$ cat src/rtl/uart_rx.sv
// uart_rx: 8N1 UART receiver that samples each bit mid-period and feeds a first-word-fall-through receive buffer.
// Define UART_RX_FERR_EN to add the framing-error pulse (ferr_o) and the break detector (brk_o).
module uart_rx #(
    parameter int unsigned BUFSZ                  = 2,
    parameter int unsigned CLOCKCYCLESPERBITLIMIT = 2,
    localparam int unsigned CW = $clog2(CLOCKCYCLESPERBITLIMIT),
    localparam int unsigned AW = $clog2(BUFSZ)
) (
    input  logic          clk_i,
    input  logic          rst_i,
    input  logic [CW-1:0] clockcyclesperbit_i,
    input  logic          rx_i,
    input  logic          pop_i,
    output logic [7:0]    data_o,
    output logic          empty_o,
    output logic [AW:0]   usage_o,
`ifdef UART_RX_FERR_EN
    output logic          ferr_o,
    output logic          brk_o,
`endif
    output logic          ovr_o
);

    typedef enum logic [2:0] {IDLE, START, DATA, STOP, WAIT_HIGH} state_t;

    state_t        state_q, state_d;
    logic          rx_meta, rxs;
    logic [CW-1:0] p_q, p_d, cnt_q, cnt_d;
    logic [2:0]    idx_q, idx_d;
    logic [7:0]    sh_q, sh_d;
    logic          commit;

    logic [7:0]    mem [BUFSZ];
    logic [AW:0]   wptr, rptr;
    logic          full, empty, do_push, do_pop;

    always_ff @(posedge clk_i) begin
        if (rst_i) begin
            rx_meta <= 1'b1;
            rxs     <= 1'b1;
        end else begin
            rx_meta <= rx_i;
            rxs     <= rx_meta;
        end
    end

    always_ff @(posedge clk_i) begin
        if (rst_i) begin
            state_q <= IDLE;
            p_q     <= '0;
            cnt_q   <= '0;
            idx_q   <= '0;
            sh_q    <= '0;
        end else begin
            state_q <= state_d;
            p_q     <= p_d;
            cnt_q   <= cnt_d;
            idx_q   <= idx_d;
            sh_q    <= sh_d;
        end
    end

    always_comb begin
        state_d = state_q;
        p_d     = p_q;
        cnt_d   = cnt_q;
        idx_d   = idx_q;
        sh_d    = sh_q;
        commit  = 1'b0;
        case (state_q)
            IDLE: begin
                if (!rxs) begin
                    p_d     = clockcyclesperbit_i;
                    cnt_d   = clockcyclesperbit_i >> 1;
                    state_d = START;
                end
            end
            START: begin
                if (cnt_q != '0) begin
                    cnt_d = cnt_q - CW'(1);
                end else if (rxs) begin
                    state_d = IDLE;
                end else begin
                    cnt_d   = p_q - CW'(1);
                    idx_d   = '0;
                    state_d = DATA;
                end
            end
            DATA: begin
                if (cnt_q != '0) begin
                    cnt_d = cnt_q - CW'(1);
                end else begin
                    sh_d  = {rxs, sh_q[7:1]};
                    cnt_d = p_q - CW'(1);
                    idx_d = idx_q + 3'd1;
                    if (idx_q == 3'd7) state_d = STOP;
                end
            end
            STOP: begin
                if (cnt_q != '0) begin
                    cnt_d = cnt_q - CW'(1);
                end else if (rxs) begin
                    commit  = 1'b1;
                    state_d = IDLE;
                end else begin
                    state_d = WAIT_HIGH;
                end
            end
            WAIT_HIGH: begin
                // a line still held low after a bad stop bit must not look like a new start
                if (rxs) state_d = IDLE;
            end
            default: state_d = IDLE;
        endcase
    end

    assign empty   = (wptr == rptr);
    assign full    = (wptr[AW] != rptr[AW]) && (wptr[AW-1:0] == rptr[AW-1:0]);
    assign do_pop  = pop_i && !empty;
    assign do_push = commit && (!full || do_pop);

    always_ff @(posedge clk_i) begin
        if (rst_i) begin
            wptr  <= '0;
            rptr  <= '0;
            ovr_o <= 1'b0;
        end else begin
            if (do_push) wptr <= wptr + (AW+1)'(1);
            if (do_pop)  rptr <= rptr + (AW+1)'(1);
            ovr_o <= commit && full && !pop_i;
        end
    end

    always_ff @(posedge clk_i) begin
        if (do_push) mem[wptr[AW-1:0]] <= sh_q;
    end

    assign empty_o = empty;
    assign usage_o = wptr - rptr;
    assign data_o  = empty ? '0 : mem[rptr[AW-1:0]];

`ifdef UART_RX_FERR_EN
    localparam int unsigned BW = CW + 4;
    logic [BW-1:0] brk_cnt, brk_limit;

    assign brk_limit = BW'(p_q) * BW'(10);

    always_ff @(posedge clk_i) begin
        if (rst_i) begin
            ferr_o  <= 1'b0;
            brk_cnt <= '0;
        end else begin
            ferr_o <= (state_q == STOP) && (cnt_q == '0) && !rxs;
            // consecutive low cycles; a start edge is the first of them
            if (rxs)                brk_cnt <= '0;
            else if (brk_cnt != '1) brk_cnt <= brk_cnt + BW'(1);
        end
    end

    assign brk_o = !rxs && (p_q != '0) && (brk_cnt >= brk_limit);
`endif

endmodule

$ cat config.mk
export PLATFORM = sky130hd
export DESIGN_NAME = uart_rx
export DESIGN_NICKNAME = d
export VERILOG_FILES = /design/src/rtl/uart_rx.sv
export SDC_FILE = /design/constraint.sdc
export NUM_CORES = 1
export LEC_CHECK = 0
export ABC_AREA = 1
export BUFFER_PORTS_ARGS = -buffer_cell sky130_fd_sc_hd__buf_2
export CORE_ASPECT_RATIO = 0.7
export CORE_MARGIN = 2
export CORE_UTILIZATION = 30
export CTS_BUF_LIST = sky130_fd_sc_hd__clkbuf_2
export DETAILED_ROUTE_END_ITERATION = 10
export PLACE_DENSITY = 0.59
export SLEW_MARGIN = 20
export SYNTH_ARGS = -nofsm -noshare
export SYNTH_HDL_FRONTEND = slang
export SYNTH_SLANG_ARGS = --single-unit
$ cat constraint.sdc
create_clock -name clk_i -period 1.83 [get_ports clk_i]
set_input_delay 0.183 -clock clk_i [delete_from_list [all_inputs] [get_ports clk_i]]
set_output_delay 0.183 -clock clk_i [all_outputs]
set_load 0.03 [all_outputs]
==> results.json, run 1 <==
{
  "status": "finished, final reports clean",
  "fp.coreArea_um2": 5756,
  "drtIter0Drc": 36,
  "yosys_warnings": 0,
  "cp_slowest_cell": "dfxtp_4",
  "cts_htree_levels": 2,
  "die_h_um": 68.86,
  "ir_drop_mv": 0.4164,
  "p_leak_nw": 0.9055,
  "utilization_pct": 37.09,
  "critPathArrivalTime_ps": 1510,
  "portBuffers": 16,
  "netlist_area_um2": 1803,
  "ant_nets": 0,
  "ys_top_cells_by_area": "dfxtp_1 (27%), edfxtp_1 (27%), nand2_1 (5.4%), inv_1 (5.2%), mux2_2 (5.0%)",
  "whs_ps": 48.11,
  "endpoint_kind": "output port",
  "area_delta_synth_final_pct": 18.39,
  "clockBufferDepth": 2,
  "synthFlopType": "dfxtp_1",
  "initial_core_util_pct": 31.33,
  "synth-async-reset-ratio_pct": 0,
  "vias": 1274,
  "critPathBufInv": 3,
  "ys_seq_area_share_pct": 53.30,
  "power_mw": 2.494,
  "cts_tree": "yes",
  "grt_pass1_wl_um": 5602,
  "cp_top_family": "flip-flops",
  "hpwl_um": 2177,
  "cap_violations": 0,
  "critPathMostFrequentCell": "nand2_1",
  "slew_headroom_pct": 71.09,
  "post-route-period-util_pct": 92.75,
  "clk_latency_ps": 400,
  "n_antenna_cell": 0,
  "syn_area_per_cell_um2": 9.489,
  "hold_viol_final": 0,
  "dieArea_um2": 6656,
  "skew_ps": 18.45,
  "cp_cell_sequence": "nand2_1 -> inv_2 -> o21ai_4 -> nand2_1 -> inv_1 -> buf_2",
  "finish.instance_area_um2": 2135,
  "max_slew.worst_pin.slew_ps": 433.2,
  "rsz0062_at_grt": "no",
  "syn_nets": 198,
  "gr-total-overflow": 0,
  "wl_per_cell_um": 11.26,
  "cts_sinks": 40,
  "post-route-min-period_ps": 1697,
  "start_kind": "register",
  "pre_cts_slack_ps": 45.40,
  "fp-row-count": 23,
  "grtUsageTotal_pct": 10.99,
  "num-nets-final": 224,
  "cp.required_ps": 1650,
  "synth_edf_count": 16,
  "cts_root_buf": "clkbuf_2",
  "grt_pass1_vias": 1117,
  "cts_buffers": 5,
  "drv_slew": 0,
  "die_x_um": 96.66,
  "netlist.area_leader.share_pct": 26.65,
  "gp_congestion": 0.7992,
  "vias_per_cell": 4.363,
  "drt_wl_total_um": 3287,
  "yosysTopAreaCell": "dfxtp_1",
  "fin_tns_setup_ps": 0,
  "dp.cells": 277,
  "path_class": "register to output port",
  "firstDrtPassIters": 4,
  "synth-seq-cells": 40,
  "setup_viol_count_final": 0,
  "layout-drive-gt1-share_pct": 35.48,
  "final_cell_count_no_fill": 292,
  "crit_fanout": 5,
  "antenna_found_initial": 0,
  "post_dp_cell_area_um2": 1958,
  "slowest_delay_ps": 410,
  "grt_max_degree": 17,
  "max_freq_mhz": 589.2,
  "synthCells": 190,
  "drc_errors": 0,
  "synth_cell_types": 26,
  "path_clk_slew_ps": 230,
  "setup_slack_ps": 132.6,
  "power.density_nw_per_um2": 1168,
  "hold_class": "primary input to register",
  "io_pins": 17
}
==> power breakdown <==
part           leakage [nW]  internal (mW)  total, mW  switching [mW]
sequential            0.347           1.06       1.17           0.107
combinational         0.519          0.287      0.782           0.494
clock                0.0396          0.236      0.545           0.309
total                 0.906           1.58       2.49           0.910
==> flip-flops by register name (all words and copies together), names as in the netlist, named ones only <==
register  cells
rx_meta       1
mem          16
idx_q         3
sh_q          8
rxs           1
wptr          2
p_q           1
cnt_q         1
ovr_o         1
state_q       3
rptr          2
==> final cells by class <==
| class | count | area [µm²] |
|---|---|---|
| timing repair buffer | 24 | 152.6 |
| tap | 75 | 93.84 |
| clock buffer | 5 | 25.02 |
| inverter | 29 | 108.9 |
| clock inverter | 3 | 46.29 |
| sequential | 40 | 974.7 |
| fill | 584 | 3621 |
| multi-input combinational | 116 | 733.2 |
==> metal layers <==
| metal | vias up | GRT usage (%) | wire, µm |
|---|---|---|---|
| li1 | 678 | - | - |
| met1 | 571 | 14.94 | 1745 |
| met2 | 21 | 16.49 | 1393 |
| met3 | 4 | 3.831 | 119 |
| met4 | 0 | 3.697 | 29 |
| met5 | - | 0 | 0 |
==> worst reg2reg max path, cell delays in order, from the launching register on <==
cell	delay [ps]
dfxtp_4	390
inv_2	50
ha_4	270
inv_2	60
nor2_1	30
nand2_1	130
nand2_2	140
nor2_4	260
==> worst paths after layout <==
kind               endpoint  cells past startpoint                 from  slack (ps)
setup / recovery  data_o[3]                      6              wptr[1]         130
hold / removal          p_q                      3  clockcyclesperbit_i          50
setup reg to reg  mem[1][5]                      7              wptr[0]         230
hold reg to reg         rxs                      1              rx_meta         440
==> repair_timing <==
action                                 in CTS  in global routing
endpoints found under the hold margin       1                  1
hold buffers                                1                  1
cloned                                      1                  0
pin swaps                                   0                  2
setup endpoints to repair                   9                 10
gates resized for setup                     6                 12
buffers inserted                            1                  3
==> Yosys cell counts, types with 2 or more instances <==
| master | count |
|---|---|
| o21ai_1 | 2 |
| inv_2 | 4 |
| a21oi_1 | 17 |
| nand4_1 | 4 |
| buf_6 | 2 |
| dfxtp_1 | 24 |
| ha_1 | 3 |
| inv_1 | 25 |
| edfxtp_1 | 16 |
| o21ai_0 | 7 |
| nor2_2 | 6 |
| mux2_2 | 8 |
| or2_2 | 2 |
| nor2_1 | 13 |
| nand2_2 | 7 |
| nand3_2 | 6 |
| nand2_1 | 26 |
| buf_4 | 2 |
| xor2_1 | 3 |
| nand3_1 | 7 |
==> logic make-up (layout without fill, tap and decap cells) <==
| group | Yosys count | count (layout) | share of synthesized area (%) |
|---|---|---|---|
| flip-flops | 40 | 40 | 53.30 |
| multiplexers | 8 | 8 | 4.997 |
| adder cells (fa/ha/maj) | 3 | 3 | 2.082 |
| buffers and inverters | 35 | 61 | 8.604 |
| AND/OR/NAND/NOR | 73 | 73 | 20.96 |
| XOR/XNOR | 3 | 3 | 1.458 |
| AO/OA/AOI/OAI | 28 | 29 | 8.605 |
==> cell usage in the layout (no fill, tap or decap), drive strengths merged <==
master        n
nand2        33
inv          30
dfxtp        24
buf          20
nor2         20
a21oi        18
edfxtp       16
nand3        13
o21ai        11
mux2          8
clkbuf        7
nand4         4
xor2          3
ha            3
or2           2
dlygate4sd3   2
nor4          1
clkinvlp      1
bufinv        1
(Power assumes the default switching activity.)
==> run 2: changes to the inputs <==
--- a/config.mk
+++ b/config.mk
@@ -12,6 +12,7 @@
 export CORE_UTILIZATION = 30
 export CTS_BUF_LIST = sky130_fd_sc_hd__clkbuf_2
 export DETAILED_ROUTE_END_ITERATION = 10
+export HOLD_SLACK_MARGIN = 0.06
 export PLACE_DENSITY = 0.59
 export SLEW_MARGIN = 20
 export SYNTH_ARGS = -nofsm -noshare
==> results.json, run 2 (synthesis gave the netlist of run 1 again) <==
{
  "status": "finished, final reports clean",
  "drv_slew": 0,
  "hold_viol_final": 0,
  "switchingPower_mw": 0.9104,
  "io_pins": 17,
  "post-route-period-util_pct": 93.79,
  "pre_cts_slack_ps": 45.40,
  "critPathArrivalTime_ps": 1530,
  "grt-busiest-layer": "met2",
  "drt_wl_total_um": 3305,
  "hold_depth": 1,
  "start_kind": "register",
  "vias": 1284,
  "clockBufferDepth": 2,
  "ir_drop_mv": 0.4164,
  "intPower_mw": 1.587,
  "gr-total-overflow": 0,
  "grt_pass1_vias": 1137,
  "num-nets-final": 226,
  "swShare_pct": 36.45,
  "hold_end": "rxs",
  "ff2ff_setup_slack_ps": 230,
  "portBuffers": 16,
  "die_h_um": 68.86,
  "met3_usage_pct": 3.831,
  "holdCritStartpoint": "rx_meta",
  "drc_errors": 0,
  "grt_max_degree": 17,
  "cts_tree": "yes",
  "p_leak_nw": 0.9139,
  "final_cell_mix": "nand2_1 (26), inv_1 (22), dfxtp_1 (19)",
  "max_slew.worst_pin.slew_ps": 431.3,
  "use_met2_pct": 16.67,
  "reg2reg_depth": 6,
  "vias_per_cell": 4.367,
  "max_freq_mhz": 582.6,
  "nFillCells": 582,
  "layout.cells.most_common": "nand2_1",
  "firstDrtPassIters": 4,
  "largest_reg_flops": 16,
  "slew_headroom_pct": 71.21,
  "p_clk_share_pct": 21.8,
  "hold_class": "register to register",
  "grt_pass1_wl_um": 5664,
  "gp_congestion": 0.7992,
  "layout-drive-gt1-share_pct": 35.16,
  "setup_viol_count_final": 0,
  "fin_tns_setup_ps": 0,
  "post-route-min-period_ps": 1716,
  "clk_latency_ps": 400,
  "cts_htree_levels": 2,
  "cts_buffers": 5,
  "path_clk_slew_ps": 210,
  "ant_nets": 0,
  "fp-row-count": 23,
  "hpwl_um": 2177,
  "setup_slack_ps": 113.7,
  "fp.coreArea_um2": 5756,
  "endpoint_kind": "output port",
  "area_delta_synth_final_pct": 19.50,
  "wl_per_cell_um": 11.24,
  "skew_ps": 18.46,
  "cts_sinks": 40,
  "post_dp_cell_area_um2": 1958,
  "cts_root_buf": "clkbuf_2",
  "grtUsageMet1_pct": 15.07,
  "pwr-share-comb_pct": 31.4,
  "initial_core_util_pct": 31.33,
  "dieArea_um2": 6656,
  "drtIter0Drc": 23,
  "cap_violations": 0,
  "antenna_found_initial": 0,
  "crit_fanout": 4,
  "cp.required_ps": 1650,
  "n_antenna_cell": 0,
  "path_class": "register to output port",
  "p_seq_share_pct": 46.8,
  "finish.instance_area_um2": 2155,
  "r2r_start": "rptr[1]",
  "die_x_um": 96.66,
  "worst_r2r_endpoint": "mem[1][5]",
  "power.density_nw_per_um2": 1159,
  "whs_ps": 444.0,
  "grtUsageTotal_pct": 11.08
}
## run 2: cell types whose count changed in the layout (fill, tap and decap cells not counted), sizes merged
cell | before | now
dlygate4sd3 | 2 | 4
## run 2: through the flow
stage | instances | utilization, % | power, mW
finish | 294 | 37.43 | 2.498
global route | 294 | 37.43 | 2.675
CTS | 291 | 36.67 | 2.506
detailed placement | 277 | 34.02 | 1.916
global placement | 277 | 34.02 | 1.906
floorplan | 190 | - | 1.786
## run 2: area by class of cell
type	count	area, µm²	area share [%]
clock buffers	5	25.02	1.161
clock inverters	3	46.29	2.149
inverters	29	108.9	5.052
multi-input cells	116	733.2	34.03
flip-flops and latches	40	974.7	45.24
well taps	75	93.84	4.355
repair buffers	26	172.7	8.014
## run 2: worst max-delay path by stage
stage | from | endpoint | depth (start not counted)
floorplan | wptr[0] | mem[1][0] | 7
global placement | wptr[0] | mem[1][1] | 7
detailed placement | wptr[0] | mem[1][2] | 7
CTS | wptr[0] | data_o[5] | 6
global route | rptr[1] | usage_o[1] | 5
finish | rptr[1] | usage_o[1] | 5
## run 2: what timing repair did
action | 4_1_cts | 5_1_grt
pin swaps | 0 | 2
endpoints found under the hold margin | 3 | 0
hold buffers | 4 | 0
cloned | 1 | 0
setup endpoints to repair | 9 | 10
setup buffers | 1 | 3
resized for setup | 6 | 12
## run 2: layer usage
metal / wire length [µm] / vias to the layer above / share of wire (%)
met5: 0 / - / 0
met4: 29 / 0 / 0.88
met3: 119 / 4 / 3.6
met2: 1399 / 21 / 42
met1: 1758 / 578 / 53
li1: - / 681 / -
## run 2: critical path, cell delays in order, from the launching register on
cell	delay, ps
dfxtp_4	400
buf_4	130
nor2_4	180
nor2_2	80
xor2_1	140
clkbuf_4	210
## run 2: power groups by stage
stage,clock network (mW),logic [mW],registers [mW]
after global placement,0,0.719,1.19
after global routing,0.608,0.882,1.18
after CTS,0.558,0.776,1.17
after floorplan,0,0.640,1.15
final,0.545,0.785,1.17
after detailed placement,0,0.727,1.19
==> run 3: changes to the inputs <==
--- a/config.mk
+++ b/config.mk
@@ -13,7 +13,7 @@
 export CTS_BUF_LIST = sky130_fd_sc_hd__clkbuf_2
 export DETAILED_ROUTE_END_ITERATION = 10
 export HOLD_SLACK_MARGIN = 0.06
-export PLACE_DENSITY = 0.59
+export PLACE_DENSITY = 0.57
 export SLEW_MARGIN = 20
 export SYNTH_ARGS = -nofsm -noshare
 export SYNTH_HDL_FRONTEND = slang
==> constraint.sdc (replaced) <==
create_clock -name clk_i -period 1.9 [get_ports clk_i]
set_input_delay 0.19 -clock clk_i [delete_from_list [all_inputs] [get_ports clk_i]]
set_output_delay 0.19 -clock clk_i [all_outputs]
set_load 0.03 [all_outputs]
==> results.json, run 3 (synthesis gave the netlist of run 1 again) <==
{
  "power.density_nw_per_um2": 1131,
  "antenna_found_initial": 0,
  "firstDrtPassIters": 4,
  "pre_cts_slack_ps": 157.2,
  "slowest_delay_ps": 550,
  "die_h_um": 68.86,
  "layout-drive-gt1-share_pct": 33.33,
  "portBuffers": 16,
  "wl_per_cell_um": 11.10,
  "setup_slack_ps": 101.3,
  "endpoint_kind": "register",
  "drt_wl_total_um": 3264,
  "nFillCells": 591,
  "critPathMostFrequentCell": "nand2_1",
  "initial_core_util_pct": 31.33,
  "skew_ps": 19.42,
  "gr-total-overflow": 0,
  "crit_fanout": 6,
  "drc_errors": 0,
  "pwr-share-comb_pct": 31.2,
  "critPathBufInv": 3,
  "cp_slowest_cell": "dlygate4sd3_1",
  "fp.coreArea_um2": 5756,
  "switchingPower_mw": 0.8739,
  "drv_slew": 0,
  "cp.required_ps": 2250,
  "status": "finished, final reports clean",
  "p_leak_nw": 0.9198,
  "num-nets-final": 226,
  "cts_root_buf": "clkbuf_2",
  "clk_latency_ps": 400,
  "cp_cell_sequence": "inv_2 -> ha_4 -> o21ai_4 -> buf_4 -> nand2_1 -> nand2_1 -> a21oi_2 -> dlygate4sd3_1",
  "area_delta_synth_final_pct": 17.70,
  "fp-row-count": 23,
  "grt_pass1_vias": 1136,
  "grt_pass1_wl_um": 5533,
  "post-route-period-util_pct": 94.67,
  "cts_buffers": 5,
  "crit_start": "wptr[0]",
  "vias_per_cell": 4.327,
  "hold_class": "primary input to register",
  "final_cell_mix": "nand2_1 (26), inv_1 (24), dfxtp_1 (21)",
  "slew_headroom_pct": 70.97,
  "die_x_um": 96.66,
  "intPower_mw": 1.525,
  "largest_reg_flops": 16,
  "clockBufferDepth": 2,
  "hold_viol_final": 0,
  "path_clk_slew_ps": 220,
  "setup_viol_count_final": 0,
  "r2r_start": "wptr[0]",
  "cts_sinks": 40,
  "cts_tree": "yes",
  "dieArea_um2": 6656,
  "critPathArrivalTime_ps": 2150,
  "layout.cells.most_common": "nand2_1",
  "gp_congestion": 0.7961,
  "p_clk_share_pct": 21.8,
  "ant_nets": 0,
  "post-route-min-period_ps": 1799,
  "hpwl_um": 2095,
  "swShare_pct": 36.43,
  "cp_top_family": "buffers and inverters",
  "drtIter0Drc": 52,
  "cts_htree_levels": 2,
  "grtUsageTotal_pct": 10.60,
  "max_slew.worst_pin.slew_ps": 434.9,
  "io_pins": 17,
  "path_class": "register to register",
  "vias": 1272,
  "start_kind": "register",
  "holdCritStartpoint": "rst_i",
  "p_seq_share_pct": 47.0,
  "cap_violations": 0,
  "rsz0062_at_grt": "no",
  "final_cell_count_no_fill": 294,
  "n_antenna_cell": 0,
  "max_freq_mhz": 556.0,
  "dp.cells": 278,
  "ir_drop_mv": 0.3208,
  "grt_max_degree": 17
}
-- run 3: changes by cell type in the layout (fill, tap and decap cells not counted), sizes merged --
cell / before / now
buf: 20 / 22
clkbuf: 7 / 5
-- run 3: power by group through the flow --
stage	logic [mW]	clock network, mW	registers, mW
after CTS	0.740	0.546	1.13
after detailed placement	0.696	0	1.14
after global routing	0.830	0.571	1.15
after global placement	0.689	0	1.14
after floorplan	0.611	0	1.10
final	0.749	0.522	1.13
-- run 3: metal layers --
metal / GRT usage (%) / part of all wire (%) / up-vias
li1: - / - / 685
met1: 14.67 / 54 / 559
met2: 15.89 / 41 / 23
met3: 3.226 / 4.4 / 5
met4: 3.697 / 1.0 / 0
met5: 0 / 0 / -
-- run 3: path summary, 6_finish.rpt --
check                           slack (ps)  depth (start not counted)          to
worst min register to register         440                          1         rxs
worst max-delay path                   100                          8     rptr[1]
worst max register to register         100                          8     rptr[1]
worst min-delay path                    90                          2  state_q[2]
-- run 3: cell type report --
class	count	area, µm²	share of cell area, %
Sequential cell	40	964.7	45.46
Multi-Input combinational cell	116	718.2	33.84
Timing Repair Buffer	26	165.2	7.783
Inverter	29	108.9	5.130
Tap cell	75	93.84	4.422
Clock inverter	3	46.29	2.182
Clock buffer	5	25.02	1.179
-- run 3: timing repair --
action / CTS / global route
hold endpoints to repair: 3 / 0
pin swaps: 0 / 1
setup buffers: 1 / 2
gates cloned: 1 / 0
hold buffers: 4 / 0
endpoints found under the setup margin: 9 / 9
resized for setup: 4 / 3
-- run 3: stage by stage --
step	hold slack (ps)	TNS (ps)	utilization (%)	cell area (µm²)	total power, mW
2_1_floorplan	293.8	-135.6	-	1805	1.714
3_3_place_gp	373.6	0	33.98	1956	1.832
3_5_place_dp	375.4	0	33.98	1956	1.839
4_1_cts	73.51	0	36.57	2105	2.413
5_1_grt	82.87	0	36.87	2122	2.548
6_report	93.61	0	36.87	2122	2.399
-- run 3: worst reg2reg max path, stage by stage, from the launching register on --
cell and delay, ps:
dfxtp_2 390, inv_2 60, ha_4 310, o21ai_4 90, buf_4 160, nand2_1 50
nand2_1 60, a21oi_2 100, dlygate4sd3_1 550
